===== src/rtl/fifo_arb_pkg.sv =====
`default_nettype none
// ============================================================================
//  Module   : fifo_arb_pkg
//  Brief    : Shared types and helpers for the FIFO write-port arbiter.
//  Revision : 1.0 - initial release
// ============================================================================
package fifo_arb_pkg;

   // Arbiter FSM: IDLE picks a source, LOCK forwards its packet.
   typedef enum logic [0:0] {
      IDLE = 1'b0,
      LOCK = 1'b1
   } arb_state_t;

   // Headroom kept free in the FIFO: one registered write in flight plus
   // the FIFO's own full flag asserting at DEPTH-1.
   localparam int c_occ_margin = 2;

   // Index width that never collapses to zero bits.
   function automatic int clog2_min1(input int n);
      return (n > 1) ? $clog2(n) : 1;
   endfunction

endpackage
`default_nettype wire


===== src/rtl/rr_pick.sv =====
`default_nettype none
// ============================================================================
//  Module   : rr_pick
//  Brief    : Combinational round-robin picker. Searches upward from
//             last_ptr+1 (wrapping) and returns the first requester found,
//             both as a one-hot vector and as an index. With no request the
//             one-hot is zero and idx echoes last_ptr.
//  Revision : 1.0 - initial release
// ============================================================================
module rr_pick
   import fifo_arb_pkg::*;
#(
   parameter int NUM_REQ = 4,
   parameter int IDX_W   = clog2_min1(NUM_REQ)
) (
   input  logic [NUM_REQ-1:0] req,
   input  logic [IDX_W-1:0]   last_ptr,
   output logic [NUM_REQ-1:0] onehot,
   output logic [IDX_W-1:0]   idx
);

   logic             w_found;
   logic [IDX_W-1:0] w_cand;

   // Rotating priority scan; the first hit after last_ptr wins.
   always_comb begin
      onehot  = '0;
      idx     = last_ptr;
      w_found = 1'b0;
      w_cand  = '0;
      for (int k = 1; k <= NUM_REQ; k++) begin
         w_cand = IDX_W'((int'(last_ptr) + k) % NUM_REQ);
         if (!w_found && req[w_cand]) begin
            w_found        = 1'b1;
            onehot[w_cand] = 1'b1;
            idx            = w_cand;
         end
      end
   end

endmodule
`default_nettype wire


===== src/rtl/fifo_wr_arbiter.sv =====
`default_nettype none
// ============================================================================
//  Module   : fifo_wr_arbiter
//  Brief    : Shares one FIFO write port between NUM_REQ pixel sources with
//             packet-granular round-robin arbitration. A grant is held from
//             the first beat to the beat flagged last; sources are throttled
//             from the FIFO occupancy so the FIFO never overflows.
//             Write enable and data are registered (1-cycle latency).
//  Options  : ARB_MAX_BURST_EN - when defined, a grant is also ended after
//             MAX_BURST beats and the remainder of the packet continues at
//             the source's next grant.
//  Revision : 1.0 - initial release
// ============================================================================
module fifo_wr_arbiter
   import fifo_arb_pkg::*;
#(
   parameter int NUM_REQ    = 4,
   parameter int DATA_WIDTH = 8,
   parameter int ADDR_WIDTH = 8,
   parameter int FIFO_DEPTH = 1 << ADDR_WIDTH,
   parameter int MAX_BURST  = 64
) (
   input  logic                              clk,
   input  logic                              rst,
   input  logic [NUM_REQ-1:0]                s_valid,
   input  logic [NUM_REQ-1:0]                s_last,
   input  logic [NUM_REQ*DATA_WIDTH-1:0]     s_data,
   output logic [NUM_REQ-1:0]                s_ready,
   input  logic [ADDR_WIDTH:0]               fifo_occupants,
   output logic                              fifo_we,
   output logic [DATA_WIDTH-1:0]             fifo_wdata,
   output logic [clog2_min1(NUM_REQ)-1:0]    grant_id,
   output logic                              busy
);

   localparam int                  c_gw          = clog2_min1(NUM_REQ);
   localparam logic [ADDR_WIDTH:0] c_space_limit = (ADDR_WIDTH+1)'(FIFO_DEPTH - c_occ_margin);

   arb_state_t              state_q, state_d;
   logic [c_gw-1:0]         grant_q, grant_d;
   logic                    we_q, we_d;
   logic [DATA_WIDTH-1:0]   wdata_q, wdata_d;

   logic                    w_space;
   logic                    w_xfer;
   logic                    w_any_req;
   logic                    w_burst_done;
   logic [NUM_REQ-1:0]      w_pick_onehot;
   logic [c_gw-1:0]         w_pick_idx;

   assign w_space   = (fifo_occupants < c_space_limit);
   assign w_any_req = |w_pick_onehot;
   assign w_xfer    = s_valid[grant_q] & s_ready[grant_q];

   rr_pick #(
      .NUM_REQ (NUM_REQ),
      .IDX_W   (c_gw)
   ) u_pick (
      .req      (s_valid),
      .last_ptr (grant_q),
      .onehot   (w_pick_onehot),
      .idx      (w_pick_idx)
   );

`ifdef ARB_MAX_BURST_EN
   localparam int c_burst_w = clog2_min1(MAX_BURST);

   logic [c_burst_w-1:0] burst_q, burst_d;

   // Beat counter: held at zero while idle so every grant starts from zero.
   always_comb begin
      burst_d      = burst_q;
      w_burst_done = 1'b0;
      if (state_q == IDLE) begin
         burst_d = '0;
      end else if (w_xfer) begin
         if (burst_q == c_burst_w'(MAX_BURST - 1)) begin
            w_burst_done = 1'b1;
            burst_d      = '0;
         end else begin
            burst_d = burst_q + c_burst_w'(1);
         end
      end
   end

   // Beat counter register.
   always_ff @(posedge clk) begin
      if (rst) begin
         burst_q <= '0;
      end else begin
         burst_q <= burst_d;
      end
   end
`else
   // No burst limit in this build: a grant lasts until the last beat.
   logic unused_max_burst;
   assign w_burst_done     = 1'b0;
   assign unused_max_burst = (MAX_BURST != 0);
`endif

   // State, grant pointer and registered FIFO write port.
   always_ff @(posedge clk) begin
      if (rst) begin
         state_q <= IDLE;
         grant_q <= c_gw'(NUM_REQ - 1);
         we_q    <= 1'b0;
         wdata_q <= '0;
      end else begin
         state_q <= state_d;
         grant_q <= grant_d;
         we_q    <= we_d;
         wdata_q <= wdata_d;
      end
   end

   // Next state: arbitrate in IDLE, forward beats and watch for packet end in LOCK.
   always_comb begin
      state_d = state_q;
      grant_d = grant_q;
      we_d    = 1'b0;
      wdata_d = wdata_q;
      case (state_q)
         IDLE: begin
            if (w_any_req) begin
               grant_d = w_pick_idx;
               state_d = LOCK;
            end
         end
         LOCK: begin
            if (w_xfer) begin
               we_d    = 1'b1;
               wdata_d = s_data[int'(grant_q)*DATA_WIDTH +: DATA_WIDTH];
               if (s_last[grant_q] || w_burst_done) begin
                  state_d = IDLE;
               end
            end
         end
         default: state_d = IDLE;
      endcase
   end

   // Outputs: only the granted source sees ready, and only while the FIFO has room.
   always_comb begin
      s_ready = '0;
      busy    = (state_q == LOCK);
      if (state_q == LOCK) begin
         s_ready[grant_q] = w_space;
      end
   end

   assign fifo_we    = we_q;
   assign fifo_wdata = wdata_q;
   assign grant_id   = grant_q;

endmodule
`default_nettype wire


===== config.mk =====
export PLATFORM = sky130hd
export DESIGN_NAME = fifo_wr_arbiter
export DESIGN_NICKNAME = d
export VERILOG_FILES = /design/src/rtl/fifo_arb_pkg.sv /design/src/rtl/rr_pick.sv /design/src/rtl/fifo_wr_arbiter.sv
export SDC_FILE = /design/constraint.sdc
export NUM_CORES = 1
export LEC_CHECK = 0
export CAP_MARGIN = 10
export CELL_PAD_IN_SITES_DETAIL_PLACEMENT = 2
export CELL_PAD_IN_SITES_GLOBAL_PLACEMENT = 2
export CORE_ASPECT_RATIO = 1.5
export CORE_UTILIZATION = 21
export CTS_CLUSTER_SIZE = 30
export DETAILED_ROUTE_END_ITERATION = 10
export PLACE_DENSITY_LB_ADDON = 0.1
export SETUP_SLACK_MARGIN = 0.3
export SLEW_MARGIN = 10
export SYNTH_ARGS = -nofsm -noshare
export SYNTH_HDL_FRONTEND = slang
export SYNTH_SLANG_ARGS = --single-unit

===== constraint.sdc =====
create_clock -name clk -period 4.3 [get_ports clk]
set_clock_uncertainty 0.1 [all_clocks]
set_input_delay 0.86 -clock clk [delete_from_list [all_inputs] [get_ports clk]]
set_output_delay 0.86 -clock clk [all_outputs]
set_load 0.01 [all_outputs]

==> results_dict.tcl, run 1 <==
set metrics [dict create \
    setup_viol 0 \
    critical_path_arrival_ps 2630 \
    core_area_um2 5120 \
    hp-start "fifo_wdata[1]" \
    slew_violations 0 \
    die_x_um 61.6 \
    cp_slowest_cell "clkdlybuf4s50_1" \
    initial_core_util 0.218 \
    die_h_um 91.3 \
    worst_path_most_repeated_cell "clkdlybuf4s50_1" \
    cts_max_level 1 \
    avgRoutedWirePerCell_um 15.8 \
    die_area_um2 5620 \
    r2r_start "grant_id[0]" \
    post-cts-setup-buffer-count 0 \
    drt_first_pass_iters 4 \
    rsz0062_at_grt "false" \
    worstReg2RegEnd "grant_id[0]" \
    numCtsBuffers 3 \
    rows 32 \
    grtUsageTotal 0.138 \
    synthFlopType "dfxtp_1" \
    grt_pass1_vias 1272 \
    reg2reg_slack_ps 1530 \
    nNetsFinal 232 \
    final_common_cell "clkdlybuf4s50_1" \
    clk_latency_ps 250 \
    cts_root_buf "clkbuf_8" \
    grt_max_degree 22 \
    netlist_area_um2 1120 \
    period_needed_ps 3590 \
    placed_cells 236 \
    wl_um 3800 \
    critPathBufInv 2 \
    slowest_delay_ps 540 \
    yosysUniqueCellTypes 36 \
    worstSetupPathType "in -> out" \
    startpoint_type "input pin" \
    ant_nets 0 \
    synth_nets 170 \
    p_leak_nw 0.761 \
    cts.sinks 12 \
    worstHoldEndpoint "fifo_wdata[1]" \
    grt_pass1_wl_um 5870 \
    critPathTopFamily "buffers and inverters" \
    post_drt_via_cell_ratio 4.75 \
    tightest_slew_ps 488 \
    holdPathStages 2 \
    end_kind "primary output" \
    drive_above_1_share 0.128 \
    dpl.hpwl_um 3050 \
    grt_antenna_before_repair 0 \
    timing.setup.tns_ps 0 \
    synth_area_per_cell_um2 10.1 \
    fmax_ghz 0.279 \
    drv_cap 0 \
    hold_viol_final 0 \
    finalCritPeriodShare 0.834 \
    drt_iter0_markers 10 \
    route.vias.total 1139 \
    cts_tree "built" \
    crit_chain "clkdlybuf4s50_1 > and4_1 > a211oi_1 > and2_1 > clkdlybuf4s50_1" \
    synth_edf_count 0 \
    hold_class "reg -> reg" \
    cts_buffer_depth 2 \
    cts.reportedPaths.clkPinSlew_ps 50 \
    overflow 0 \
    yosys_register_bits 12 \
    yosysWarnings 0 \
    cts_hold_buf 0 \
    status "completed" \
    gp_congestion 0.721 \
    final_cells 240 \
    cp_max_fo 5 \
    diodes 0 \
    ioPinCount 67 \
    async_flop_share 0 \
    cts_resized 0 \
    cellPowerDensity_nw_per_um2 396 \
    final_cell_mix "65 x clkdlybuf4s50_1, 12 x nor2_1, 12 x dfxtp_1" \
    relSlewSlack 0.674 \
    syn_inst 111 \
    seq_area_frac_synth 0.215 \
    cp.required_ps 3340 \
    port_buffers 65 \
    vdd_drop_max_mv 0.138 \
    drcViolationCount 0 \
    ff2ff_path_depth 8 \
    synthToLayoutAreaGrowth_pct 68.0 \
]
==> cell usage after synthesis, types with 2 or more instances <==
cell | n | area share
buf_2 | 6 | 0.027
nand3_1 | 2 | 0.0090
o211ai_1 | 3 | 0.020
mux2i_1 | 10 | 0.090
o21ai_0 | 6 | 0.027
inv_1 | 4 | 0.013
nand2_1 | 3 | 0.010
dfxtp_1 | 12 | 0.22
a211oi_1 | 3 | 0.020
ha_1 | 8 | 0.090
and2_1 | 4 | 0.022
mux4_2 | 11 | 0.22
nor3_1 | 2 | 0.0090
clkbuf_1 | 4 | 0.013
nor2_1 | 12 | 0.040
==> metal layers <==
metal / track usage / part of all wire / up-vias
met5: 0 / 0 / -
met4: 0.0500 / 0.014 / 0
met3: 0.0157 / 0.039 / 5
met2: 0.254 / 0.56 / 33
met1: 0.153 / 0.38 / 562
li1: - / - / 539
==> layout make-up <==
type / count / area [um2]
Clock buffer: 4 / 55.1
Fill cell: 591 / 3250
Inverter: 4 / 15.0
Multi-Input combinational cell: 83 / 801
Sequential cell: 12 / 240
Tap cell: 68 / 85.1
Timing Repair Buffer: 69 / 681
==> flip-flops by register name, summed over array words and instances (netlist names) <==
| signal | flops |
|---|---|
| busy | 1 |
| fifo_we | 1 |
| fifo_wdata | 8 |
| grant_id | 2 |
==> kinds of logic after synthesis <==
logic type / share of synthesized area
AO/OA/AOI/OAI: 0.132
buffers and inverters: 0.0683
flip-flops: 0.215
multiplexers: 0.345
AND/OR/NAND/NOR: 0.150
adder cells (fa/ha/maj): 0.0896
==> per-stage QoR <==
| stage | util | power (mW) | area (um2) | hold slack [ps] | worst slack (ps) |
|---|---|---|---|---|---|
| detailed placement | 0.355 | 0.629 | 1820 | 412 | 684 |
| global placement | 0.355 | 0.614 | 1820 | 382 | 716 |
| finish | 0.366 | 0.743 | 1880 | 421 | 713 |
| CTS | 0.366 | 0.760 | 1880 | 432 | 670 |
| global route | 0.366 | 0.797 | 1880 | 455 | 592 |
| floorplan | - | 0.458 | 1120 | 435 | 1210 |
==> worst reg2reg max path, cell delays in order (launching register included) <==
cell and delay (ps):
dfxtp_1 320, buf_4 250, inv_1 140, ha_1 510, mux4_2 440, a211oi_2 240
a22oi_2 130, o21a_1 200, or3_1 330
==> how the worst max path moves through the flow <==
stage | startpoint | to | slack [ps] | cells after the start
6_report | fifo_occupants[2] | s_ready[3] | 710 | 5
5_1_grt | fifo_occupants[5] | s_ready[3] | 590 | 5
4_1_cts | fifo_occupants[2] | s_ready[3] | 670 | 5
3_5_place_dp | fifo_occupants[5] | s_ready[3] | 680 | 5
3_3_place_gp | fifo_occupants[6] | s_ready[3] | 720 | 5
2_1_floorplan | grant_id[0] | grant_id[0] | 1210 | 11
==> power breakdown <==
part	total, mW	switching [mW]	internal (mW)
combinational	0.471	0.222	0.249
clock	0.127	0.0460	0.0811
sequential	0.145	0.0118	0.133
Note: power is estimated with default switching activity, not from simulation.
==> run 2, diff against run 1 <==
--- a/config.mk
+++ b/config.mk
@@ -9,7 +9,7 @@
 export CELL_PAD_IN_SITES_DETAIL_PLACEMENT = 2
 export CELL_PAD_IN_SITES_GLOBAL_PLACEMENT = 2
 export CORE_ASPECT_RATIO = 1.5
-export CORE_UTILIZATION = 21
+export CORE_UTILIZATION = 19
 export CTS_CLUSTER_SIZE = 30
 export DETAILED_ROUTE_END_ITERATION = 10
 export PLACE_DENSITY_LB_ADDON = 0.1
==> constraint.sdc (replaced) <==
create_clock -name clk -period 2.9 [get_ports clk]
set_clock_uncertainty 0.1 [all_clocks]
set_input_delay 0.58 -clock clk [delete_from_list [all_inputs] [get_ports clk]]
set_output_delay 0.58 -clock clk [all_outputs]
set_load 0.01 [all_outputs]
==> run 2 against run 1 <==
  * Via count rose by 3.3%
  * Clock power grew 42%
  * Largest cell class unchanged
  * Critical path depth up 1
  * Utilization is 1.3 points lower
  * Register-to-register slack worse by 1100 ps
  * Largest power group unchanged
==> results_dict.tcl, run 2 (synthesized netlist as in run 1, its figures left out) <==
set metrics [dict create \
    multi_input_area_um2 818 \
    port_buffers 65 \
    internal_power_mw 0.731 \
    grtUsageTotal 0.132 \
    end_kind "primary output" \
    worstSetupPathType "in -> out" \
    drt_iter0_markers 23 \
    setup_viol 0 \
    core_area_um2 5570 \
    largest_register_ff_count 8 \
    p_leak_nw 0.809 \
    grt_max_degree 20 \
    wl_um 4090 \
    hold_viol_final 0 \
    final_cell_mix "61 x clkdlybuf4s50_1, 14 x buf_4, 12 x nor2_1" \
    fin_hold_ws_ps 401 \
    grt_pass1_wl_um 6290 \
    startpoint_type "input pin" \
    sw_frac_of_total 0.366 \
    hp-start "fifo_wdata[1]" \
    tightest_slew_ps 532 \
    ioPinCount 67 \
    gp_congestion 0.762 \
    critPathBufInv 3 \
    cts_max_level 1 \
    r2r_start "grant_id[1]" \
    drv_cap 0 \
    synthToLayoutAreaGrowth_pct 76.3 \
    netSwitchingPower_mw 0.423 \
    status "completed" \
    nNetsFinal 242 \
    rows 33 \
    placed_area_um2 1870 \
    p_comb_frac 0.637 \
    vdd_drop_max_mv 0.263 \
    rsz0062_at_grt "true" \
    cp.required_ps 2220 \
    slew_violations 0 \
    dp_slack_ps -22.7 \
    p_seq_frac 0.207 \
    critical_path_arrival_ps 1870 \
    clk_latency_ps 230 \
    cts.sinks 12 \
    fin_area_um2 1970 \
    die_h_um 95.9 \
    final_cells 252 \
    grt_pass1_vias 1307 \
    die_area_um2 6200 \
    cellPowerDensity_nw_per_um2 586 \
    diodes 0 \
    avgRoutedWirePerCell_um 16.2 \
    critPathTopFamily "buffers and inverters" \
    cp_slowest_cell "clkdlybuf4s50_1" \
    reg2reg_slack_ps 410 \
    drive_above_1_share 0.225 \
    slowest_delay_ps 410 \
    placed_cells 242 \
    ant_nets 0 \
    initial_core_util 0.200 \
    grt_antenna_before_repair 0 \
    finalCritPeriodShare 0.880 \
    cts_tree "built" \
    numCtsBuffers 3 \
    drcViolationCount 0 \
    overflow 0 \
    die_x_um 64.6 \
    route.vias.total 1177 \
    final_common_cell "clkdlybuf4s50_1" \
    drt_first_pass_iters 3 \
    hold_class "reg -> reg" \
    relSlewSlack 0.644 \
    cts_buffer_depth 2 \
    worst_slack_ps 348 \
    post_drt_via_cell_ratio 4.67 \
    cts_root_buf "clkbuf_8" \
    critPathLaunch "fifo_occupants[6]" \
    post-route-util 0.353 \
    p_clk_frac 0.156 \
    period_needed_ps 2550 \
    dpl.hpwl_um 3370 \
    fillerInstances 626 \
    crit_chain "clkdlybuf4s50_1 > and3_1 > a211oi_2 > buf_4 > and2_1 > clkdlybuf4s15_2" \
    cts.reportedPaths.clkPinSlew_ps 50 \
    cp_max_fo 5 \
    regArea_um2 245 \
    fmax_ghz 0.392 \
]
[run 2: cell types whose count changed in the layout (fill, tap and decap cells not counted), moves of 2 or more]
cell	previous run	this run
buf_4	4	14
clkdlybuf4s15_2	0	2
clkdlybuf4s50_1	65	61
dfxtp_1	12	10
[run 2: cell type report]
| class | count | share of cell area |
|---|---|---|
| multi-input cells | 83 | 0.416 |
| repair buffers | 79 | 0.380 |
| flip-flops and latches | 12 | 0.125 |
| well taps | 70 | 0.0445 |
| clock buffers | 4 | 0.0280 |
| inverters | 4 | 0.00762 |
[run 2: path summary, 6_finish.rpt]
check	to	cells after the start
worst max-delay path	s_ready[1]	6
worst min-delay path	fifo_wdata[1]	2
worst max register to register	grant_id[0]	7
worst min register to register	fifo_wdata[1]	2
[run 2: per-layer routing]
metal / wire length [um] / track usage
met5: 0 / 0
met4: 31 / 0.0278
met3: 124 / 0.0130
met2: 2490 / 0.296
met1: 1440 / 0.120
[run 2: per-stage QoR]
step / power (mW) / setup TNS (ps)
2_1_floorplan: 0.726 / 0
3_3_place_gp: 0.936 / -8.38
3_5_place_dp: 0.965 / -63.9
4_1_cts: 1.16 / 0
5_1_grt: 1.26 / 0
6_report: 1.15 / 0
[run 2: power groups by stage]
stage	Combinational (mW)	Sequential, mW	Clock (mW)
after global placement	0.662	0.274	0
after detailed placement	0.689	0.276	0
after global routing	0.814	0.247	0.196
after floorplan	0.482	0.244	0
final	0.735	0.239	0.180
after CTS	0.697	0.272	0.186
[run 2: timing repair]
item                                    in CTS  in global routing
hold buffers                                 0                  0
resized for setup                           12                  2
endpoints found under the setup margin       4                  3
buffers inserted                             1                  5
[run 2: worst register-to-register path, delay by kind of cell (launching register included)]
family          cells  cell delay (ps)
buf+inv             1              170
simple gates        3              830
flops               1              470
fa+ha+maj           1              370
compound gates      2              440
==> run 3, diff against run 2 <==
--- a/config.mk
+++ b/config.mk
@@ -8,11 +8,11 @@
 export CAP_MARGIN = 10
 export CELL_PAD_IN_SITES_DETAIL_PLACEMENT = 2
 export CELL_PAD_IN_SITES_GLOBAL_PLACEMENT = 2
-export CORE_ASPECT_RATIO = 1.5
 export CORE_UTILIZATION = 19
 export CTS_CLUSTER_SIZE = 30
 export DETAILED_ROUTE_END_ITERATION = 10
 export PLACE_DENSITY_LB_ADDON = 0.1
+export REMOVE_ABC_BUFFERS = 1
 export SETUP_SLACK_MARGIN = 0.3
 export SLEW_MARGIN = 10
 export SYNTH_ARGS = -nofsm -noshare
==> run 3 against run 2 <==
  * Worst hold slack improved by 11 ps
  * Sequential power decreased by 8.8%
  * Via count decreased by 1.4%
  * Register-to-register slack improved by 90 ps
  * Maximum frequency decreased by 1.2%
==> results_dict.tcl, run 3 (synthesized netlist as in run 1, its figures left out) <==
set metrics [dict create \
    grt_max_degree 22 \
    grt_antenna_before_repair 0 \
    cts.reportedPaths.clkPinSlew_ps 50 \
    placed_area_um2 1880 \
    ff2ff_path_depth 7 \
    ant_nets 0 \
    cts_hold_buf 0 \
    dpl.hpwl_um 3160 \
    setup_viol 0 \
    cts_max_level 1 \
    critPathTopFamily "buffers and inverters" \
    drv_cap 0 \
    cts.sinks 12 \
    wl_um 3940 \
    drt_iter0_markers 16 \
    crit_chain "clkdlybuf4s50_1 > and3_1 > a211oi_2 > buf_4 > and2_1 > clkdlybuf4s15_1" \
    core_area_um2 5570 \
    timing.setup.tns_ps 0 \
    critical_path_arrival_ps 1900 \
    vdd_drop_max_mv 0.240 \
    status "completed" \
    rows 27 \
    avgRoutedWirePerCell_um 15.7 \
    die_x_um 78.7 \
    startpoint_type "input pin" \
    worstHoldEndpoint "fifo_wdata[7]" \
    initial_core_util 0.200 \
    fin_hold_ws_ps 412 \
    clk_latency_ps 240 \
    r2r_start "grant_id[0]" \
    relSlewSlack 0.719 \
    fmax_ghz 0.387 \
    cp_max_fo 5 \
    final_cells 251 \
    final_cell_mix "60 x clkdlybuf4s50_1, 12 x nor2_1, 12 x dfxtp_1, 12 x buf_4, 11 x mux4_2" \
    final_common_cell "clkdlybuf4s50_1" \
    p_leak_nw 0.806 \
    cellPowerDensity_nw_per_um2 567 \
    nNetsFinal 240 \
    drcViolationCount 0 \
    cts_root_buf "clkbuf_8" \
    holdPathStages 2 \
    post_drt_via_cell_ratio 4.62 \
    hold_class "reg -> reg" \
    ioPinCount 67 \
    grt_pass1_vias 1252 \
    synthToLayoutAreaGrowth_pct 72.1 \
    fin_area_um2 1920 \
    placed_cells 247 \
    grt_pass1_wl_um 6330 \
    tightest_slew_ps 418 \
    hp-start "fifo_wdata[7]" \
    route.vias.total 1160 \
    gp_congestion 0.734 \
    worstReg2RegEnd "grant_id[0]" \
    numCtsBuffers 3 \
    fillerInstances 619 \
    slowest_delay_ps 390 \
    port_buffers 65 \
    grtUsageTotal 0.131 \
    finalCritPeriodShare 0.891 \
    period_needed_ps 2580 \
    reg2reg_slack_ps 500 \
    drt_first_pass_iters 4 \
    die_area_um2 6190 \
    power.total_mw 1.09 \
    diodes 0 \
    cts_tree "built" \
    largest_register_ff_count 8 \
    drive_above_1_share 0.190 \
    cp.required_ps 2220 \
    end_kind "primary output" \
    die_h_um 78.7 \
    overflow 0 \
    critPathBufInv 3 \
    cts_buffer_depth 2 \
    slew_violations 0 \
    rsz0062_at_grt "true" \
    hold_viol_final 0 \
    worstSetupPathType "in -> out" \
    cp_slowest_cell "clkdlybuf4s50_1" \
]
run 3: cell types whose count changed in the layout (fill, tap and decap cells not counted), sizes merged:
cell / delta
buf: -2
clkdlybuf4s15: -1
clkdlybuf4s50: -1
dlymetal6s2s: +1
run 3: per-layer routing:
layer,up-vias,share of wire,track usage
met2,29,0.54,0.240
li1,554,-,-
met5,-,0,0
met1,575,0.41,0.159
met3,2,0.042,0.0151
met4,0,0.0064,0.0333
run 3: layout make-up:
class	instances	area, um2	share of cell area
clock buffer	3	41.3	0.0215
inverter	4	15.0	0.00781
multi-input combinational	83	808	0.420
sequential	12	240	0.125
tap	72	90.1	0.0468
timing repair buffer	77	728	0.379
run 3: worst register-to-register path, stage by stage (launching register included):
cell       delay [ps]
dfxtp_1           350
inv_1             110
ha_2              460
or4b_1            450
a2bb2oi_1         160
a22oi_2           270
nor3_1             80
or3_1             300
run 3: worst max path at each step:
stage,start,endpoint,slack (ps),cells past startpoint
floorplan,grant_id[0],grant_id[0],-330,7
global placement,fifo_occupants[6],s_ready[2],-10,6
detailed placement,fifo_occupants[6],s_ready[2],2,6
CTS,fifo_occupants[6],s_ready[2],290,6
global route,fifo_occupants[6],s_ready[2],240,6
finish,fifo_occupants[6],s_ready[2],320,6
run 3: where the power goes:
group	internal, mW	switching, mW
logic	0.389	0.336
clock network	0.0912	0.0565
registers	0.198	0.0198
total	0.678	0.412
run 3: timing repair:
item	CTS	global route
setup buffers	1	0
gates resized for setup	9	6
endpoints found under the setup margin	4	5
gates cloned	0	0
run 3: per-stage QoR:
step	utilization	setup slack, ps
final	0.345	317
after global routing	0.345	235
after CTS	0.346	292
after detailed placement	0.337	1.59
after global placement	0.337	-12.3
after floorplan	-	-326
